`src/rtl/fifo_ctrl_status_if.sv`:
```
// Handshake and status bundle between a FIFO user and the pointer/status controller.
// The master is the producer/consumer side; the slave is the controller.
interface fifo_ctrl_status_if #(
  parameter int ADDR_WIDTH = 2
);
  logic                  wr;
  logic                  rd;
  logic                  flush;
  logic                  clr_err;
  logic                  wr_en;
  logic [ADDR_WIDTH-1:0] w_addr;
  logic [ADDR_WIDTH-1:0] r_addr;
  logic [ADDR_WIDTH:0]   count;
  logic                  empty;
  logic                  full;
  logic                  almost_empty;
  logic                  almost_full;
  logic                  overflow;
  logic                  underflow;

  modport master (
    output wr, rd, flush, clr_err,
    input  wr_en, w_addr, r_addr, count, empty, full,
           almost_empty, almost_full, overflow, underflow
  );

  modport slave (
    input  wr, rd, flush, clr_err,
    output wr_en, w_addr, r_addr, count, empty, full,
           almost_empty, almost_full, overflow, underflow
  );
endinterface

```
`src/rtl/fifo_ctrl_status.sv`:
```
// Pointer, occupancy and status controller for a register-file FIFO.
// Only wr_en is combinational; every other output is registered from the next-state values.
module fifo_ctrl_status #(
  parameter int ADDR_WIDTH = 2,
  parameter int AF_THR     = 2**ADDR_WIDTH - 1,
  parameter int AE_THR     = 1
) (
  input logic              clk,
  input logic              reset,
  fifo_ctrl_status_if.slave bus
);

  localparam logic [ADDR_WIDTH:0] DEPTH  = {1'b1, {ADDR_WIDTH{1'b0}}};
  localparam logic [ADDR_WIDTH:0] AF_LVL = AF_THR[ADDR_WIDTH:0];
  localparam logic [ADDR_WIDTH:0] AE_LVL = AE_THR[ADDR_WIDTH:0];

  logic [ADDR_WIDTH-1:0] w_ptr_reg, w_ptr_next;
  logic [ADDR_WIDTH-1:0] r_ptr_reg, r_ptr_next;
  logic [ADDR_WIDTH:0]   count_reg, count_next;
  logic                  empty_reg, full_reg;
  logic                  almost_empty_reg, almost_full_reg;
  logic                  overflow_reg, overflow_next;
  logic                  underflow_reg, underflow_next;
  logic                  wr_acc, rd_acc;

  // A write into a full FIFO is still taken when a pop frees the head slot at the same edge.
  assign wr_acc = bus.wr & (~full_reg | bus.rd);
  assign rd_acc = bus.rd & ~empty_reg;

  always_comb begin
    w_ptr_next = w_ptr_reg + ADDR_WIDTH'(wr_acc);
    r_ptr_next = r_ptr_reg + ADDR_WIDTH'(rd_acc);
    count_next = count_reg + (ADDR_WIDTH+1)'(wr_acc) - (ADDR_WIDTH+1)'(rd_acc);
    if (bus.flush) begin
      w_ptr_next = '0;
      r_ptr_next = '0;
      count_next = '0;
    end
  end

  // Error detection looks at the raw requests, so it still fires in a flush cycle.
  always_comb begin
    overflow_next  = (bus.wr & full_reg & ~bus.rd) | (overflow_reg & ~bus.clr_err);
    underflow_next = (bus.rd & empty_reg) | (underflow_reg & ~bus.clr_err);
  end

  always_ff @(posedge clk) begin
    if (reset) begin
      w_ptr_reg        <= '0;
      r_ptr_reg        <= '0;
      count_reg        <= '0;
      empty_reg        <= 1'b1;
      full_reg         <= 1'b0;
      almost_empty_reg <= 1'b1;
      almost_full_reg  <= 1'b0;
      overflow_reg     <= 1'b0;
      underflow_reg    <= 1'b0;
    end else begin
      w_ptr_reg        <= w_ptr_next;
      r_ptr_reg        <= r_ptr_next;
      count_reg        <= count_next;
      empty_reg        <= (count_next == '0);
      full_reg         <= (count_next == DEPTH);
      almost_empty_reg <= (count_next <= AE_LVL);
      almost_full_reg  <= (count_next >= AF_LVL);
      overflow_reg     <= overflow_next;
      underflow_reg    <= underflow_next;
    end
  end

  assign bus.wr_en        = wr_acc & ~bus.flush;
  assign bus.w_addr       = w_ptr_reg;
  assign bus.r_addr       = r_ptr_reg;
  assign bus.count        = count_reg;
  assign bus.empty        = empty_reg;
  assign bus.full         = full_reg;
  assign bus.almost_empty = almost_empty_reg;
  assign bus.almost_full  = almost_full_reg;
  assign bus.overflow     = overflow_reg;
  assign bus.underflow    = underflow_reg;

endmodule

```
`src/flat_wrapper.sv`:
```
// flat-port wrapper written by rule: the top's interface ports become plain ports
module fifo_ctrl_status_flat 
#(
  parameter int ADDR_WIDTH = 2,
  parameter int AF_THR     = 2**ADDR_WIDTH - 1,
  parameter int AE_THR     = 1
)
  (clk, reset, bus_wr, bus_rd, bus_flush, bus_clr_err, bus_wr_en, bus_w_addr, bus_r_addr, bus_count, bus_empty, bus_full, bus_almost_empty, bus_almost_full, bus_overflow, bus_underflow);
  fifo_ctrl_status_if #(.ADDR_WIDTH(ADDR_WIDTH)) bus_i ();
  input logic clk;
  input logic reset;
  input wire logic [$bits(bus_i.wr)-1:0] bus_wr;
  input wire logic [$bits(bus_i.rd)-1:0] bus_rd;
  input wire logic [$bits(bus_i.flush)-1:0] bus_flush;
  input wire logic [$bits(bus_i.clr_err)-1:0] bus_clr_err;
  output wire logic [$bits(bus_i.wr_en)-1:0] bus_wr_en;
  output wire logic [$bits(bus_i.w_addr)-1:0] bus_w_addr;
  output wire logic [$bits(bus_i.r_addr)-1:0] bus_r_addr;
  output wire logic [$bits(bus_i.count)-1:0] bus_count;
  output wire logic [$bits(bus_i.empty)-1:0] bus_empty;
  output wire logic [$bits(bus_i.full)-1:0] bus_full;
  output wire logic [$bits(bus_i.almost_empty)-1:0] bus_almost_empty;
  output wire logic [$bits(bus_i.almost_full)-1:0] bus_almost_full;
  output wire logic [$bits(bus_i.overflow)-1:0] bus_overflow;
  output wire logic [$bits(bus_i.underflow)-1:0] bus_underflow;
  assign bus_i.wr = bus_wr;
  assign bus_i.rd = bus_rd;
  assign bus_i.flush = bus_flush;
  assign bus_i.clr_err = bus_clr_err;
  assign bus_wr_en = bus_i.wr_en;
  assign bus_w_addr = bus_i.w_addr;
  assign bus_r_addr = bus_i.r_addr;
  assign bus_count = bus_i.count;
  assign bus_empty = bus_i.empty;
  assign bus_full = bus_i.full;
  assign bus_almost_empty = bus_i.almost_empty;
  assign bus_almost_full = bus_i.almost_full;
  assign bus_overflow = bus_i.overflow;
  assign bus_underflow = bus_i.underflow;
  fifo_ctrl_status #(.ADDR_WIDTH(ADDR_WIDTH), .AF_THR(AF_THR), .AE_THR(AE_THR)) u_core (.clk(clk), .reset(reset), .bus(bus_i));
endmodule
```
`config.mk`:
```
export PLATFORM = sky130hd
export DESIGN_NAME = fifo_ctrl_status_flat
export DESIGN_NICKNAME = d
export VERILOG_FILES = /design/src/rtl/fifo_ctrl_status_if.sv /design/src/rtl/fifo_ctrl_status.sv /design/src/flat_wrapper.sv
export SDC_FILE = /design/constraint.sdc
export NUM_CORES = 1
export LEC_CHECK = 0
export ABC_AREA = 1
export BUFFER_PORTS_ARGS = -buffer_cell sky130_fd_sc_hd__buf_2
export CORE_MARGIN = 8
export CORE_UTILIZATION = 35
export CTS_BUF_LIST = sky130_fd_sc_hd__clkbuf_8 sky130_fd_sc_hd__clkbuf_16
export CTS_CLUSTER_DIAMETER = 40
export DETAILED_ROUTE_END_ITERATION = 8
export GPL_TIMING_DRIVEN = 1
export SLEW_MARGIN = 15
export SYNTH_ARGS = -nofsm -noshare
export SYNTH_HDL_FRONTEND = slang
export SYNTH_SLANG_ARGS = --single-unit
```
`constraint.sdc`:
```
create_clock -name clk -period 4 [get_ports clk]
set_input_delay 0 -clock clk [delete_from_list [all_inputs] [get_ports clk]]
set_output_delay 0 -clock clk [all_outputs]
set_load 0.03 [all_outputs]
```
**Yosys cells after proc, flatten, opt, wreduce, memory -nomap -nowiden**

Cells that the tools add are included.

- Input bits: 6
- Word-level logic and storage cells: 35
- Flip-flop bits (word level): 13
- Output and inout port bits: 14

- Bitwise operators: 16
- Reductions and logical operators: 2
- Order comparisons: 2
- $add $sub $neg: 4
- Mux-type cells: 1
- Equal/unequal tests: 1

Operators with widths:

| kind | number |
|---|---|
| $and A1 B1 Y1 | 8 |
| $not A1 Y1 | 5 |
| $add A2 B1 Y2 | 2 |
| $add A3 B1 Y3 | 1 |
| $eq A3 B3 Y1 const B | 1 |
| $ge A3 B2 Y1 const B | 1 |
| $le A3 B1 Y1 const B | 1 |
| $logic_not A3 Y1 | 1 |
| $mux W3 | 1 |
| $or A1 B1 Y1 | 3 |
| $sub A3 B1 Y3 | 1 |
| $reduce_or A2 Y1 | 1 |

**Depth between registers and ports, before layout**

- Depth in word-level cells: 7
- Depth in mapped cells: 11
- Depth with buffers taken out: 11

**Least setup slack after synthesis**

Ideal clock, no wire load.

- Kind: flip-flop to flip-flop
- Start: register u_core.empty_reg, in the netlist u_core.bus.empty
- End: register u_core.empty_reg, in the netlist u_core.bus.empty
- Stages on the path, launching flop included: 12
- Slack: 2.055 ns
- Arrival time: 1.836 ns
- Setup time: 0.109 ns
- Period minus slack after synthesis: 1.945 ns
- Data required time: 3.891 ns
- Buffers on the path: 0
- Cell sequence: dfxtp_1 inv_1 nand2_1 or2_1 nand2_1 ha_1 fa_1 nand2_1 inv_2 nor2_2 nand2_1 inv_1

- Cells in the longest elaborated chain, start to end: 5

Ends and longest elaborated chain:

| item | line | RTL |
|---|---|---|
| from (decl) | fifo_ctrl_status.sv:20 | `logic empty_reg, full_reg;` |
| from (signal assigned) | fifo_ctrl_status.sv:62 | `empty_reg <= (count_next == '0);` |
| $not A1 Y1 | fifo_ctrl_status.sv:28 | `assign rd_acc = bus.rd & ~empty_reg;` |
| $and A1 B1 Y1 | fifo_ctrl_status.sv:28 |  |
| $sub A3 B1 Y3 | fifo_ctrl_status.sv:33 | `count_next = count_reg + (ADDR_WIDTH+1)'(wr_acc) - (ADDR_WIDTH+1)'(rd_acc);` |
| $mux W3 | fifo_ctrl_status.sv:34 | `if (bus.flush) begin` |
| $logic_not A3 Y1 | fifo_ctrl_status.sv:62 |  |

Every way passes these cells.
A chain may end at the register's enable or synchronous reset.

**Final worst setup path**

Ends and elaborated chain as after synthesis.

==> flow_summary.toml <==
[run_status]
outcome = "finished, final reports clean"

[sta]
drv_slew = 0
setup_viol = 0
fmax_mhz = 535
worst_pin_slew_ps = 201
fin_crit_sh_pct = 46.7
fin_skew_ps = 4.63
max_slew_margin_pct = 86.5
hold_viol = 0
fin_crit_ps = 1870
rsz0062_at_grt = "no"
setup_tns_ps = 0

[clocking]
cts_setup_buffers = 0
cts_tree = "built"
cts.sinks = 13
clk_path_buf_depth = 2
cts.clk_slew.worst_paths_ps = 50
numCtsBuffers = 3
cts_root_buffer = "clkbuf_8"
worstSkewPairLatency_ps = 240
htreeDepth = 1

[worst_setup_path]
worstSetupStartpointType = "flop"
cp_data_arrival_time_ps = 2010
crit_fanout = 6
cp_slowest_cell = "fa_1"
endpoint_kind = "flop"
cpMostUsedCell = "nand2_1"
crit_buf_inv = 3
cp_top_family = "adder cells"
crit_required_ps = 4140
path_class = "reg2reg"
path_cells = "inv_1 -> nand2_1 -> or2_1 -> nand2_1 -> ha_1 -> fa_1 -> nand2_1 -> inv_2 -> nor2_2 -> nand2_1 -> inv_1"
cpPeakStageDelay_ps = 510

[final_layout]
diodes = 0
largest_reg_flops = 3
drive_gt1_share_pct = 30.5
area_delta_synth_final_pct = 30.6
fin_nets = 105
final_util_pct = 48.2
fillCellCount = 153

[pwr]
leakage_uw = 0.000392
vdd_drop_max_v = 0.000212
p_comb_share_pct = 25.5
p_sw_uw = 113
power_frac_clock_pct = 32.4
power_density_nw_per_um2 = 483
p_sw_share_pct = 32.1
fin_total_pwr_uw = 351
internal-power_uw = 238
seqPwrFrac_pct = 42.1

[route]
detail-route-antenna-nets = 0
drt_iter0_markers = 4
wl_per_cell_microns = 10.4
via_per_inst = 4.43
vias = 492
drc = 0
dr.pass1.iters = 4
wirelength_mm = 1.16

[yosys]
synth_compound_area_share_pct = 6.31
avgSynthCellArea_sq_um = 7.82
ys_warn_count = 0
syn-num-nets = 80
ys_seq_elements = 13
synthSimpleGateAreaFrac_pct = 26.4
syn_area_sq_um = 556
syn-instance-count = 71
synth_fa_ha_area_share_pct = 8.11
synth_top_family_by_area = "simple AND/OR/NAND/NOR gates"
synthMuxAreaShare_pct = 0
seq_area_frac_synth_pct = 46.8
synthXorXnorAreaFrac_pct = 1.58
synth_cell_type_count = 17

[global_routing]
grt_pass1_vias = 474
grt_antenna_before_repair = 0
gr-total-overflow = 0
grt_usage_pct = 8.00
grt_max_degree = 8
grt_first_pass_wirelength_mm = 2.00

[die]
die_w_microns = 55.8
dieArea_sq_um = 3120
core_area_sq_um = 1510
io_pins = 20
num_rows = 14
start_util_pct = 36.9
die_h_microns = 55.8

[worst_hold_path]
hold_path.class = "in2reg"

[placed_design]
place.gp.congestion = 0.697
port_buffers = 19
dpl.hpwl_microns = 898

[flow_run]
maxCapViolations = 0
-- Yosys cell counts --
cell type,instances,area share [%]
nand3_1,2,1.8
o21ai_1,1,0.90
nor2_2,1,1.1
or2_1,1,1.1
dfxtp_1,13,47
ha_1,2,4.5
nor3_1,1,0.90
nand2_1,15,10
inv_2,3,2.0
nand3_2,1,1.8
a21oi_1,4,3.6
inv_1,13,8.8
xnor2_1,1,1.6
nor2_1,8,5.4
o21ai_0,2,1.8
nor2_4,2,4.1
fa_1,1,3.6
-- power by group through the flow --
stage | clock [uW] | combinational, uW | sequential, uW
after CTS | 120 | 90.6 | 148
after floorplan | 0 | 40.9 | 175
after global routing | 126 | 99.5 | 150
final | 114 | 89.3 | 148
after detailed placement | 0 | 89.1 | 151
after global placement | 0 | 88.5 | 150
-- final cells by class --
type	count	area [sq um]	area share [%]
clock inverters	1	3.75	0.517
inverters	16	60.1	8.28
repair buffers	20	105	14.5
multi-input cells	42	235	32.4
well taps	16	20.0	2.76
clock buffers	3	41.3	5.69
flip-flops and latches	13	260	35.9
-- cell usage in the layout (no fill, tap or decap) --
master	instances
buf_2	19
nand2_1	15
inv_1	14
dfxtp_1	13
nor2_1	8
a21oi_1	4
inv_2	3
clkbuf_8	3
nand3_1	2
nor2_4	2
o21ai_0	2
ha_1	2
or2_1	1
nor3_1	1
nand3_2	1
nor2_2	1
xnor2_1	1
o21ai_1	1
fa_1	1
dlygate4sd3_1	1
-- path summary, 6_finish.rpt --
kind                   startpoint                   end  slack [ps]  cells after the start
max              u_core.bus.empty      u_core.bus.empty        2130                     11
min                        bus_wr   u_core.bus.overflow          10                      3
max reg2reg      u_core.bus.empty      u_core.bus.empty        2130                     11
min reg2reg  u_core.bus.underflow  u_core.bus.underflow         460                      2
-- worst reg2reg max path, cell delays in order, from the launching register on --
cell,delay (ps)
dfxtp_1,330
inv_1,40
nand2_1,150
or2_1,170
nand2_1,70
ha_1,210
fa_1,510
nand2_1,100
inv_2,80
nor2_2,30
nand2_1,50
inv_1,30
-- per-stage QoR --
step | instance area [sq um] | setup slack, ps | hold WS [ps] | std cells
finish | 726 | 2130 | 14.5 | 111
floorplan | 556 | 2060 | 69.1 | 71
global route | 726 | 1980 | 23.5 | 111
global placement | 671 | 2150 | 228 | 106
detailed placement | 671 | 2140 | 230 | 106
CTS | 726 | 2110 | 9.53 | 111
-- what timing repair did --
action / in CTS / in global routing
endpoints found under the hold margin: 2 / 0
gates resized for setup: 0 / 0
hold buffers: 1 / 0
endpoints found under the setup margin: 0 / 0
-- per-layer routing --
layer | track usage, % | vias up | share of wire, %
li1 | - | 262 | -
met1 | 8.75 | 207 | 43
met5 | 0 | - | 0
met2 | 11.1 | 20 | 43
met4 | 6.19 | 0 | 2.5
met3 | 4.57 | 3 | 12
-- cells by family (layout without fill, tap and decap cells) --
group                      Yosys count  after routing
AOI/OAI and AO/OA                    7              7
xor gates and xnor gates             1              1
adders and majority gates            3              3
buffers and inverters               16             40
DFF                                 13             13
and+or+nand+nor                     31             31
Power figures use the tool's default switching activity.
